===== src/rtl/twentynm_fpll_dps_ctrl.sv =====
// fPLL dynamic phase-shift sequencer: splits step requests into <=7-step bursts on the DPS pins.
// Optional FPLL_DPS_ACCUM_EN adds per-counter signed phase accumulators (phase_accum).
module twentynm_fpll_dps_ctrl #(
    parameter int NUM_COUNTERS    = 4,
    parameter int STEP_W          = 16,
    parameter int PHASE_EN_CYCLES = 2,
    parameter int TIMEOUT_CYCLES  = 1024
) (
`ifdef FPLL_DPS_ACCUM_EN
    output logic [NUM_COUNTERS*(STEP_W+1)-1:0] phase_accum,
`endif
    input  logic              avmmclk,
    input  logic              avmmrst,
    input  logic              req_valid,
    output logic              req_ready,
    input  logic [3:0]        req_cnt,
    input  logic [STEP_W-1:0] req_steps,
    input  logic              req_up,
    output logic              busy,
    output logic              done,
    output logic              err_badcnt,
    output logic              err_timeout,
    output logic              err_unlock,
    output logic [STEP_W-1:0] steps_left,
    output logic [3:0]        cnt_sel,
    output logic [2:0]        num_phase_shifts,
    output logic              up_dn,
    output logic              phase_en,
    input  logic              phase_done,
    input  logic              lock
);
    localparam int TMR_MAX = (TIMEOUT_CYCLES > PHASE_EN_CYCLES) ? TIMEOUT_CYCLES : PHASE_EN_CYCLES;
    localparam int TMR_W   = $clog2(TMR_MAX) + 1;
    localparam int AW      = STEP_W + 1;

    typedef enum logic [2:0] {S_IDLE, S_CHECK, S_SETUP, S_PULSE, S_WAIT, S_NEXT, S_FIN} state_t;

    state_t            state, state_nxt;
    logic [3:0]        cnt_r;
    logic              up_r;
    logic [TMR_W-1:0]  tmr;
    logic [2:0]        burst;
    logic [STEP_W-1:0] steps_dec;
    logic              accept, active;
    logic              set_badcnt, set_timeout, set_unlock;

    assign accept    = req_valid & req_ready;
    assign burst     = (steps_left > STEP_W'(7)) ? 3'd7 : steps_left[2:0];
    assign steps_dec = steps_left - STEP_W'(burst);
    assign active    = state inside {S_SETUP, S_PULSE, S_WAIT, S_NEXT};

    // DPS pins decode straight from registered state, so any move to FIN/IDLE drops them on that edge
    assign req_ready        = (state == S_IDLE) & lock;
    assign busy             = (state != S_IDLE);
    assign done             = (state == S_FIN);
    assign phase_en         = (state == S_PULSE);
    assign cnt_sel          = active ? cnt_r : 4'd0;
    assign num_phase_shifts = active ? burst : 3'd0;
    assign up_dn            = active & up_r;

    always_comb begin
        state_nxt   = state;
        set_badcnt  = 1'b0;
        set_timeout = 1'b0;
        set_unlock  = 1'b0;
        case (state)
            S_IDLE:  if (accept) state_nxt = S_CHECK;
            S_CHECK: begin
                if ({1'b0, cnt_r} >= 5'(NUM_COUNTERS)) begin
                    set_badcnt = 1'b1;
                    state_nxt  = S_FIN;
                end else if (steps_left == '0) begin
                    state_nxt = S_FIN;
                end else begin
                    state_nxt = S_SETUP;
                end
            end
            S_SETUP: begin
                if (!lock) begin
                    set_unlock = 1'b1;
                    state_nxt  = S_FIN;
                end else begin
                    state_nxt = S_PULSE;
                end
            end
            S_PULSE: begin
                if (!lock) begin
                    set_unlock = 1'b1;
                    state_nxt  = S_FIN;
                end else if (tmr == TMR_W'(PHASE_EN_CYCLES - 1)) begin
                    state_nxt = S_WAIT;
                end
            end
            // lock loss outranks phase_done, which outranks the timeout
            S_WAIT: begin
                if (!lock) begin
                    set_unlock = 1'b1;
                    state_nxt  = S_FIN;
                end else if (phase_done) begin
                    state_nxt = S_NEXT;
                end else if (tmr == TMR_W'(TIMEOUT_CYCLES - 1)) begin
                    set_timeout = 1'b1;
                    state_nxt   = S_FIN;
                end
            end
            S_NEXT: begin
                if (!lock) begin
                    set_unlock = 1'b1;
                    state_nxt  = S_FIN;
                end else if (steps_dec == '0) begin
                    state_nxt = S_FIN;
                end else begin
                    state_nxt = S_SETUP;
                end
            end
            S_FIN:   state_nxt = S_IDLE;
            default: state_nxt = S_IDLE;
        endcase
    end

    always_ff @(posedge avmmclk) begin
        if (avmmrst) begin
            state       <= S_IDLE;
            tmr         <= '0;
            cnt_r       <= '0;
            up_r        <= 1'b0;
            steps_left  <= '0;
            err_badcnt  <= 1'b0;
            err_timeout <= 1'b0;
            err_unlock  <= 1'b0;
        end else begin
            state <= state_nxt;
            // per-state dwell counter, restarts on every state change
            tmr   <= (state_nxt != state) ? '0 : tmr + TMR_W'(1);
            if (accept) begin
                cnt_r       <= req_cnt;
                up_r        <= req_up;
                steps_left  <= req_steps;
                err_badcnt  <= 1'b0;
                err_timeout <= 1'b0;
                err_unlock  <= 1'b0;
            end
            if (state == S_NEXT && lock) steps_left <= steps_dec;
            if (set_badcnt)  err_badcnt  <= 1'b1;
            if (set_timeout) err_timeout <= 1'b1;
            if (set_unlock)  err_unlock  <= 1'b1;
        end
    end

`ifdef FPLL_DPS_ACCUM_EN
    logic [NUM_COUNTERS-1:0][AW-1:0] accum;
    logic [AW-1:0]                   burst_ext;

    assign burst_ext   = AW'(burst);
    assign phase_accum = accum;

    always_ff @(posedge avmmclk) begin
        if (avmmrst) begin
            accum <= '0;
        end else if (state == S_NEXT && lock) begin
            for (int i = 0; i < NUM_COUNTERS; i++)
                if (cnt_r == 4'(i))
                    accum[i] <= up_r ? accum[i] + burst_ext : accum[i] - burst_ext;
        end
    end
`endif

endmodule


===== config.mk =====
export PLATFORM = sky130hd
export DESIGN_NAME = twentynm_fpll_dps_ctrl
export DESIGN_NICKNAME = d
export VERILOG_FILES = /design/src/rtl/twentynm_fpll_dps_ctrl.sv
export SDC_FILE = /design/constraint.sdc
export NUM_CORES = 1
export LEC_CHECK = 0
export CAP_MARGIN = 20
export CELL_PAD_IN_SITES_DETAIL_PLACEMENT = 1
export CELL_PAD_IN_SITES_GLOBAL_PLACEMENT = 2
export CORE_MARGIN = 3
export CORE_UTILIZATION = 28
export DETAILED_ROUTE_END_ITERATION = 8
export PLACE_DENSITY_LB_ADDON = 0.15
export SLEW_MARGIN = 25
export SYNTH_ARGS = -nofsm -noshare
export SYNTH_HDL_FRONTEND = slang
export SYNTH_SLANG_ARGS = --single-unit

===== constraint.sdc =====
create_clock -name avmmclk -period 4.3 [get_ports avmmclk]
set_input_delay 0.43 -clock avmmclk [delete_from_list [all_inputs] [get_ports avmmclk]]
set_output_delay 0.43 -clock avmmclk [all_outputs]
set_load 0.03 [all_outputs]

==> out/qor.yml <==
run:
  cap_violations: 0
yosys:
  syn_area_um2: 2340
  synth_ff_type: "dfxtp_1"
  synthArstFlopShare_pct: 0
  synth_top_area_share_pct: 32.5
  synth_area_per_cell_um2: 7.74
  ys_warn_count: 0
  synthTopCellsByArea: "dfxtp_1 (33%), nor2_1 (5.5%), a21oi_1 (4.7%), nand2_1 (4.7%), o21ai_0 (2.8%)"
  ys_seq_area_share_pct: 32.5
  synth_seq_cells: 38
  yosysTopAreaCell: "dfxtp_1"
  synthCells: 302
  synth_nets: 331
  synth_edf_count: 0
  ys_types: 55
critical_path:
  reg2reg_from: "steps_left[12]$_SDFFE_PP0P_"
  slowest_stage: "or4_1"
  crit_path_max_incr_delay_ps: 640
  crit_path_max_fanout: 8
  criticalPathCategory: "reg -> reg"
  setup.worst_path.start: "steps_left[12]$_SDFFE_PP0P_"
  r2r_setup_slack_ps: 690
  crit_path_end_kind: "register"
  arrival_ps: 3810
  crit_chain: "or4_1, nor4_4, or2_2, ha_1, or4_1, a2111oi_0, nand4_1, nor2_1, nand4b_1, o41ai_2"
  rr_worst_depth: 10
  cpMostUsedCell: "or4_1"
  crit_path_start_kind: "register"
  r2r_end: "state[2]$_SDFF_PP0_"
  cp.required_ps: 4500
global_route:
  track_usage_pct: 17.4
  grt_max_degree: 29
  grt_pass1_vias: 2586
  grt_pass1_wl_um: 13600
  antenna_found_initial: 0
  grt-ovfl-total: 0
hold_path:
  whs_path_depth: 2
  hp-class: "reg -> reg"
  min_from: "up_r$_SDFFE_PP0P_"
  hold_end: "up_r$_SDFFE_PP0P_"
power_and_ir_drop:
  ir_worst_vdd_v: 0.000177
  leakage_nw: 1.09
  p_per_area_nw_per_um2: 369
route:
  drtPass1Iterations: 4
  viasPerCell: 5.31
  drc_errors: 0
  ant_nets: 0
  route.detailed.wl_per_inst_um: 17.7
  drt_wl_total_um: 7990
  drt_iter0_markers: 85
  num_vias: 2396
place:
  dpl.hpwl_um: 5860
  portBuffers: 56
  place_area_um2: 2960
  place_ws_ps: 719
  gp_congestion: 0.838
layout:
  fin_area_um2: 3050
  layout-drive-gt1-share_pct: 10.0
  final_util_pct: 38.5
  final_nets: 377
  syn_to_final_growth_pct: 30.6
  nFillCells: 963
  diodes: 0
clock_tree:
  post_cts_buffers: 0
  cts_tree: "yes"
  cts_made_buffers: 5
  clkTransAtPathRegs_ps: 80
  root_buffer: "clkbuf_8"
  clk_latency_ps: 290
  clockBufferDepth: 2
  cts.sinks: 38
  cts_hold_buf: 0
  cts-resized-gates: 0
  htree_levels: 2
floorplan:
  design.core.area_um2: 7930
  die_h_um: 97.4
  dieArea_um2: 9480
  num_rows: 32
  start_util_pct: 29.5
  die_x_um: 97.4
  pin_count: 57
timing:
  slew_viol_final: 0
  finalCritPeriodShare_pct: 84.0
  finalSetupViolations: 0
  fin_crit_ps: 3610
  clock.fmax_ghz: 0.277
  slew_headroom_pct: 48.7
  tns_ps: 0
  setup_slack_ps: 688
  worst_pin_slew_ps: 767
  skew_ps: 3.26
  hold_viol_final: 0
  rsz0062_at_grt: "false"
status:
  status: "complete, no violations"
## power breakdown
group	total (W)	switching [W]	internal (W)
clock network	0.000260	0.000131	0.000130
registers	0.000427	0.0000493	0.000378
logic	0.000438	0.000262	0.000176
## critical path, delay by kind of cell, from the launching register on
kind	cells	cell delay [ps]
fa+ha+maj	1	240
simple gates	7	2200
compound gates	2	710
flops	1	380
## synth_stat cells (3+ instances only)
cell and count:
nor2_2 10, nand2_1 29, dfxtp_1 38, o21a_1 3, clkbuf_1 17, nand4_1 3
ha_1 3, mux2i_1 3, nor4_1 8, a31oi_1 4, o21ai_0 13, xor2_1 4
a22oi_1 5, nand3_1 12, inv_1 4, nor2b_1 4, a2111oi_0 3, a211oi_1 5
nor3_1 9, and2_1 7, or2_2 3, xnor2_1 7, a21oi_1 22, or3_1 4
and3_1 7, or4_1 4, nor2_1 34
## placed cells by master (no fill, tap or decap), types with 5 or more instances in the layout
cell,netlist,final
clkdlybuf4s50_1,0,56
dfxtp_1,38,38
a211oi_1,5,5
nor3_1,9,9
and2_1,7,7
nor4_1,8,8
o21ai_0,13,13
nand2_1,29,29
nand3_1,12,12
a21oi_1,22,22
nor2_1,34,34
a22oi_1,5,5
and3_1,7,7
clkbuf_8,0,6
xnor2_1,7,7
nor2_2,10,10
## cell families (layout without fill, tap and decap cells)
kind of cell / after synthesis / in the layout / share of synthesized area, %
AOI/OAI and AO/OA: 74 / 74 / 21.5
buffers and inverters: 24 / 71 / 4.55
DFF: 38 / 38 / 32.5
and+or+nand+nor: 149 / 149 / 34.4
muxes: 3 / 3 / 1.28
adders and majority gates: 3 / 3 / 1.61
xor gates and xnor gates: 11 / 11 / 4.12
## metal layers
metal | global-route usage [%] | share of wire [%] | vias to the layer above
met5 | 0 | 0 | -
met4 | 4.15 | 0.69 | 0
met3 | 3.66 | 3.2 | 4
met2 | 28.1 | 47 | 47
met1 | 23.7 | 50 | 1152
li1 | - | - | 1193
## sequential cells by signal, summed over array words and instances, names as in the netlist
| name | cells |
|---|---|
| err_unlock | 1 |
| cnt_r | 4 |
| err_badcnt | 1 |
| up_r | 1 |
| err_timeout | 1 |
| state | 3 |
| steps_left | 16 |
| tmr | 11 |
## worst max path at each step
stage	endpoint	slack, ps	depth (start not counted)
floorplan	state[2]$_SDFF_PP0_	900	11
CTS	state[2]$_SDFF_PP0_	680	10
global placement	state[2]$_SDFF_PP0_	720	10
detailed placement	state[2]$_SDFF_PP0_	720	10
finish	state[2]$_SDFF_PP0_	690	10
global route	state[2]$_SDFF_PP0_	370	10
## area by class of cell
| cell class | count | area [um2] | area share [%] |
|---|---|---|---|
| clock buffers | 7 | 86.3 | 2.83 |
| clock inverters | 1 | 5.00 | 0.164 |
| inverters | 4 | 15.0 | 0.492 |
| multi-input cells | 240 | 1480 | 48.3 |
| flip-flops and latches | 38 | 761 | 24.9 |
| well taps | 102 | 128 | 4.18 |
| repair buffers | 59 | 583 | 19.1 |
## metrics by stage
stage / hold WS (ps) / power, W / cells
6_report: 457 / 0.00113 / 451
4_1_cts: 459 / 0.00115 / 451
3_5_place_dp: 446 / 0.000875 / 443
5_1_grt: 476 / 0.00121 / 451
2_1_floorplan: 432 / 0.000718 / 302
3_3_place_gp: 440 / 0.000874 / 443
No activity file was read; power rests on OpenSTA's default activity.
